--- src/rtl/fetch_decode_stall_unit.sv ---
// Fetch/decode stall unit: PC register, IF/ID register and ID/EX bubble flag.
// It arbitrates load-use stalls against taken-branch redirects. A stall FSM
// with a consecutive-stall watchdog and a hazard-protocol checker sits alongside.
module fetch_decode_stall_unit #(
  parameter int unsigned                PC_WIDTH    = 32,
  parameter int unsigned                INSTR_WIDTH = 16,
  parameter logic [INSTR_WIDTH-1:0]     NOP_INSTR   = '0,
  parameter logic [PC_WIDTH-1:0]        RESET_PC    = '0,
  parameter int unsigned                MAX_STALL   = 4
) (
  input  logic                   clk,
  input  logic                   rst,
  input  logic                   Keep_PC,
  input  logic                   Keep_Fetched_Instruction,
  input  logic                   Flush_MUX_Selector,
  input  logic                   Branch_Taken,
  input  logic [PC_WIDTH-1:0]    Branch_Target,
  input  logic [INSTR_WIDTH-1:0] Fetched_Instr,
  output logic [PC_WIDTH-1:0]    PC_Out,
  output logic [INSTR_WIDTH-1:0] IFID_Instr,
  output logic [PC_WIDTH-1:0]    IFID_PC,
  output logic                   IFID_Valid,
  output logic                   IDEX_Bubble,
  output logic [1:0]             Stall_State,
  output logic                   Stall_Timeout,
  output logic                   Protocol_Err
);

  typedef enum logic [1:0] {
    ST_RUN      = 2'd0,
    ST_STALL    = 2'd1,
    ST_REDIRECT = 2'd2
  } state_t;

  localparam logic [3:0] MAX_CNT = 4'(MAX_STALL);

  state_t                   state_q, state_d;
  logic [PC_WIDTH-1:0]      pc_q, pc_d;
  logic [INSTR_WIDTH-1:0]   ifid_instr_q, ifid_instr_d;
  logic [PC_WIDTH-1:0]      ifid_pc_q, ifid_pc_d;
  logic                     ifid_valid_q, ifid_valid_d;
  logic                     idex_bubble_q, idex_bubble_d;
  logic [3:0]               stall_cnt_q, stall_cnt_d;
  logic                     stall_timeout_q, stall_timeout_d;
  logic                     protocol_err_q, protocol_err_d;

  logic                     stall_accept;
  logic [3:0]               stall_cnt_inc;

  assign stall_accept  = Keep_PC & ~Branch_Taken;
  assign stall_cnt_inc = (stall_cnt_q >= MAX_CNT) ? MAX_CNT : stall_cnt_q + 4'd1;

  // Datapath next-state: branch redirect beats stall, stall beats normal advance.
  always_comb begin
    pc_d          = pc_q + 1'b1;
    ifid_instr_d  = Fetched_Instr;
    ifid_pc_d     = pc_q;
    ifid_valid_d  = 1'b1;
    idex_bubble_d = Flush_MUX_Selector & ~Branch_Taken;
    if (Branch_Taken) begin
      pc_d         = Branch_Target;
      ifid_instr_d = NOP_INSTR;
      ifid_pc_d    = '0;
      ifid_valid_d = 1'b0;
    end else if (Keep_PC) begin
      pc_d = pc_q;
      if (Keep_Fetched_Instruction) begin
        ifid_instr_d = ifid_instr_q;
        ifid_pc_d    = ifid_pc_q;
        ifid_valid_d = ifid_valid_q;
      end
    end
  end

  // Stall FSM next-state plus watchdog counter and protocol checker.
  always_comb begin
    state_d         = state_q;
    stall_cnt_d     = '0;
    stall_timeout_d = stall_timeout_q;
    protocol_err_d  = protocol_err_q;

    case (state_q)
      ST_RUN, ST_STALL, ST_REDIRECT: begin
        if (Branch_Taken)      state_d = ST_REDIRECT;
        else if (stall_accept) state_d = ST_STALL;
        else                   state_d = ST_RUN;
      end
      default: state_d = ST_RUN;
    endcase

    if (stall_accept) begin
      stall_cnt_d = stall_cnt_inc;
      if (stall_cnt_inc == MAX_CNT) stall_timeout_d = 1'b1;
    end

    if (~Branch_Taken & ~Keep_PC & (Keep_Fetched_Instruction | Flush_MUX_Selector))
      protocol_err_d = 1'b1;
  end

  // Register bank with asynchronous active-high reset.
  always_ff @(posedge clk or posedge rst) begin
    if (rst) begin
      state_q         <= ST_RUN;
      pc_q            <= RESET_PC;
      ifid_instr_q    <= NOP_INSTR;
      ifid_pc_q       <= '0;
      ifid_valid_q    <= 1'b0;
      idex_bubble_q   <= 1'b0;
      stall_cnt_q     <= '0;
      stall_timeout_q <= 1'b0;
      protocol_err_q  <= 1'b0;
    end else begin
      state_q         <= state_d;
      pc_q            <= pc_d;
      ifid_instr_q    <= ifid_instr_d;
      ifid_pc_q       <= ifid_pc_d;
      ifid_valid_q    <= ifid_valid_d;
      idex_bubble_q   <= idex_bubble_d;
      stall_cnt_q     <= stall_cnt_d;
      stall_timeout_q <= stall_timeout_d;
      protocol_err_q  <= protocol_err_d;
    end
  end

  assign PC_Out        = pc_q;
  assign IFID_Instr    = ifid_instr_q;
  assign IFID_PC       = ifid_pc_q;
  assign IFID_Valid    = ifid_valid_q;
  assign IDEX_Bubble   = idex_bubble_q;
  assign Stall_State   = state_q;
  assign Stall_Timeout = stall_timeout_q;
  assign Protocol_Err  = protocol_err_q;

endmodule

--- config.mk ---
export PLATFORM = sky130hd
export DESIGN_NAME = fetch_decode_stall_unit
export DESIGN_NICKNAME = d
export VERILOG_FILES = /design/src/rtl/fetch_decode_stall_unit.sv
export SDC_FILE = /design/constraint.sdc
export NUM_CORES = 1
export LEC_CHECK = 0
export ABC_AREA = 1
export ABC_CLOCK_PERIOD_IN_PS = 4100
export CAP_MARGIN = 15
export CORE_MARGIN = 3
export CORE_UTILIZATION = 47
export DETAILED_ROUTE_END_ITERATION = 8
export PLACE_DENSITY = 0.87
export REMOVE_ABC_BUFFERS = 1
export SYNTH_ARGS = -nofsm -noshare
export SYNTH_HDL_FRONTEND = slang
export SYNTH_SLANG_ARGS = --single-unit
--- constraint.sdc ---
create_clock -name clk -period 4.1 [get_ports clk]
set_input_delay 1.23 -clock clk [delete_from_list [all_inputs] [get_ports clk]]
set_output_delay 1.23 -clock clk [all_outputs]
set_load 0.03 [all_outputs]
==> After elaboration in Yosys (flattened, before gate mapping) <==
Cells that the tools add are included.
{ "classes": {"order_cmp": 1, "reduce_logical": 3, "eq_ne": 5, "addsub": 2, "bitwise": 7, "mux": 16} }
{ "op_table": {"columns": ["operator", "n"], "rows": [
  ["$mux 32", 5],
  ["$mux 16", 3],
  ["$add 32x1->32 const B", 1],
  ["$mux 4", 2],
  ["$add 4x1->4 const B", 1],
  ["$and 1x1->1", 4],
  ["$eq 4x3->1 const B", 1],
  ["$ge 4x3->1 const B", 1],
  ["$mux 1", 4],
  ["$mux 2", 2],
  ["$ne 3x2->1 const B", 1],
  ["$reduce_or 3->1", 1],
  ["$eq 2x1->1 const B", 1],
  ["$eq 2x2->1 const B", 1],
  ["$logic_not 2->1", 1],
  ["$ne 2x1->1 const B", 1],
  ["$not 1->1", 2],
  ["$reduce_and 2->1", 1],
  ["$or 1x1->1", 1]
]} }
{ "word_totals": {"word_cells": 43, "regBits": 90, "inputBits": 54, "out_inout_bits": 86} }

==> Depth between registers and ports, before layout <==
{ "depth": {"word_depth": 5, "ltp_mapped": 10, "ltp_nobuf": 10} }

==> Worst setup path before layout <==
OpenSTA, ideal clock, no wires.
{ "synth_timing": {"kind": "input -> register", "start": "input Branch_Taken", "end": "register ifid_pc_q[9], in the netlist IFID_PC[9]", "setup_ns": 0.127, "n_path_buf": 2, "required_ns": 3.973, "arrival_time_ns": 2.040, "path_slack_ns": 1.933, "stages": 8, "cell_sequence": "buf_4 > inv_2 > nand2_2 > inv_2 > nand2_4 > nand2_2 > buf_2 > o21ai_0"} }
{ "synth_between": {"elab_chain_cells": 1, "word_cells_on_any_way": 2, "classes_between": "eq/ne: 1; mux: 1"} }
{ "synth_rtl": {"columns": ["element", "line_no", "source"], "rows": [
  ["from (decl)", "16", "input logic Branch_Taken,"],
  ["$ne 3x2->1 (no source line) or $mux 32 (tied branches)", null, null],
  ["to (signal assigned)", "116", "ifid_pc_q <= ifid_pc_d;"],
  ["to (decl)", "40", "logic [PC_WIDTH-1:0] ifid_pc_q, ifid_pc_d;"]
]} }
Several ways; a longest one is shown, not always the timed one.
A chain may end at the register's enable or synchronous reset.

==> Worst setup path after layout <==
{ "layout_timing": {"start": "input Branch_Taken", "end": "register ifid_pc_q[21], in the netlist IFID_PC[21]"} }
The elaborated chain is that of the path after synthesis.

==> run metrics <==
crit end category register; DRC Markers 0; Core Box Area 0.00937 mm2; Post-CTS Resized 0; FILL cells 824; area of the multi-input gates 0.00196 mm2; DIE AREA 0.0110 mm2; cells on worst reg2reg path 10; global route overflow 0; WL/cell 15.6 um; register area 0.00225 mm2; dpl ws 0.646 ns; final setup margin 1.03 ns; synth top area cells dfrtp_1 (49%), nand2_1 (14%), nand3_1 (10%), o21ai_0 (5.7%), inv_1 (5.1%); TNS Setup 0 ns; starting density of the core 48.8%; vias 4533; final cell utilization of the core 66.8%; Max IR drop VDD 166 uV; clk_lat worst skew 0.36 ns; Top FF cell, synth dfrtp_1; Least-Margin Pin Slew 0.867 ns; Synth top area share 49.2%; Max Cap Viol 0; Leakage 2.84 nW; ANT nets after route 0; # port buffers 139; Min-Delay Startpoint Stall_Timeout$_DFFE_PP0P_; worst slew margin relative to its limit 42.1%; DRT Pass-1 Iters 5; postcts setup bufs 0; Distinct cells, synth 28; R2R setup slack 2.49 ns; asr flop ratio synth 100%; root buf cell clkbuf_8; most common cell in the netlist nand2_1; n_diodes 0; clock tree sinks 90; Via density 5.25; largest net degree at the start of global routing 52; CTS tree yes; dpl hpwl 9.62 mm; synthesized flop and latch total 90; post-layout net count 785; Ports 140; Post-synth top cells nand2_1 (169), nand3_1 (91), dfrtp_1 (90); minimum clock period 3.07 ns; layout cells sized above 1 5.86%; initial antenna violation count 0; post-synthesis cell count 598; Final Hold Vio Count 0; Final Max Slew Viols 0; Worst Hold Class register to register; first-pass GRT wire length 22.2 mm; # rows 35; die height 105 um; hold_buf cts 0; synthesis warning total 0; RSZ-0062 raised after global routing no; post-synthesis area per instance 7.65 um2; Synth Cell Area 0.00458 mm2; Post-synth EDFFs 0; part of the cycle the worst path needs 74.9%; vias in the first global route 4480; fmax 326 MHz; hold path depth 1; crit start category primary input; run status completed; Setup CP Type primary input to register; Finished Layout Cells 863; starting DRC count in detailed routing 198; H-tree levels 3; Total Wirelength 13.5 mm; largest area contributor in the netlist dfrtp_1; GP Congestion 0.956; critical-path maximum fanout 33; Clock transition at path regs 0.10 ns; sequential area share after synthesis 49.2%; Critical Path AT 3.29 ns; R2R Path Start PC_Out[1]$_DFFE_PP0N_; P per Cell Area 351 mW/mm2; Critical R2R Capture PC_Out[20]$_DFFE_PP0N_; area grow syn2layout 36.8%; final setup fails 0; Post-Place Cells 847; Die Wd 105 um; cts bufs inserted 9; Data required, critical path 4.31 ns; GRT Resource Usage Total 24.9%; Max Buffers Root-to-Sink 2; Clock Skew 0.0161 ns; Worst Hold End Stall_Timeout$_DFFE_PP0P_
## metal layers
| metal | GRT usage [%] | vias up | part of all wire (%) |
|---|---|---|---|
| met4 | 6.09 | 0 | 1.3 |
| met5 | 0 | - | 0 |
| met2 | 41.8 | 193 | 48 |
| li1 | - | 2165 | - |
| met3 | 5.93 | 16 | 7.6 |
| met1 | 32.6 | 2159 | 43 |
## per-stage QoR
step	hold WS, ns	total power, mW	cell area (um2)
2_1_floorplan	0.490	1.34	4460
3_3_place_gp	0.461	1.62	6070
3_5_place_dp	0.464	1.63	6070
4_1_cts	0.487	2.21	6260
5_1_grt	0.495	2.30	6260
6_report	0.486	2.20	6260
## registers in the layout, indices dropped and copies added (netlist names)
| name | count |
|---|---|
| PC_Out | 32 |
| Protocol_Err | 1 |
| IFID_Instr | 16 |
| IDEX_Bubble | 1 |
| IFID_PC | 32 |
| stall_cnt_q | 4 |
| Stall_State | 2 |
| IFID_Valid | 1 |
| Stall_Timeout | 1 |
## worst max-delay path by stage
stage	to	start
after floorplan	IDEX_Bubble$_DFF_PP0_	rst
after global placement	IFID_PC[30]$_DFFE_PP0P_	Branch_Taken
after detailed placement	IFID_PC[21]$_DFFE_PP0P_	Branch_Taken
after CTS	IFID_PC[21]$_DFFE_PP0P_	Branch_Taken
after global routing	IFID_PC[21]$_DFFE_PP0P_	Branch_Taken
final	IFID_PC[21]$_DFFE_PP0P_	Branch_Taken
## logic make-up (layout without fill, tap and decap cells)
group / after synthesis / in the layout / synth area share (%)
and+or+nand+nor: 326 / 326 / 31.0
buffers and inverters: 91 / 227 / 7.88
DFF: 90 / 90 / 49.2
AOI/OAI and AO/OA: 77 / 77 / 9.13
xor gates and xnor gates: 11 / 11 / 2.11
adders and majority gates: 2 / 2 / 0.547
other: 1 / 1 / 0.0820
## worst max-delay path, cell delays in order
cell             delay (ns)
clkdlybuf4s50_1        0.48
buf_4                  0.23
inv_2                  0.31
nand2_2                0.10
inv_2                  0.10
nand2_4                0.12
nand2_2                0.50
o21ai_0                0.19
## report_power, final
| part | leakage [nW] | switching, mW | internal (mW) |
|---|---|---|---|
| registers | 1.13 | 0.0769 | 0.961 |
| logic | 1.63 | 0.349 | 0.231 |
| clock network | 0.0819 | 0.350 | 0.231 |
## placed cells by master (no fill, tap or decap)
| cell | synthesis | routed |
|---|---|---|
| inv_1 | 62 | 61 |
| o21ai_1 | 9 | 9 |
| nand4_1 | 1 | 1 |
| inv_6 | 0 | 1 |
| buf_2 | 12 | 1 |
| o21bai_1 | 5 | 5 |
| nor3_1 | 2 | 2 |
| nor2_4 | 6 | 6 |
| xnor2_1 | 1 | 1 |
| a21oi_1 | 5 | 5 |
| a31o_2 | 1 | 1 |
| inv_2 | 3 | 3 |
| o221ai_1 | 3 | 3 |
| buf_4 | 1 | 6 |
| nor2_1 | 48 | 48 |
| clkinvlp_4 | 0 | 4 |
| clkinv_2 | 0 | 1 |
| and2_1 | 1 | 1 |
| inv_8 | 0 | 2 |
| buf_12 | 0 | 1 |
| o211ai_1 | 2 | 2 |
| nand2_4 | 2 | 2 |
| conb_1 | 1 | 1 |
| nor2_2 | 2 | 2 |
| nand2_1 | 169 | 169 |
| xor2_1 | 10 | 10 |
| nand2_2 | 4 | 4 |
| dfrtp_1 | 90 | 90 |
| nand3_1 | 91 | 91 |
| ha_1 | 2 | 2 |
| o21ai_0 | 52 | 52 |
| clkbuf_8 | 0 | 9 |
| clkdlybuf4s50_1 | 0 | 138 |
## layout make-up
| cell class | count | area share, % |
|---|---|---|
| clock buffer | 9 | 1.98 |
| clock inverter | 7 | 0.980 |
| inverter | 65 | 3.92 |
| multi-input combinational | 417 | 31.4 |
| sequential | 90 | 36.0 |
| tap | 129 | 2.58 |
| timing repair buffer | 146 | 23.2 |
Power figures use the tool's default switching activity.
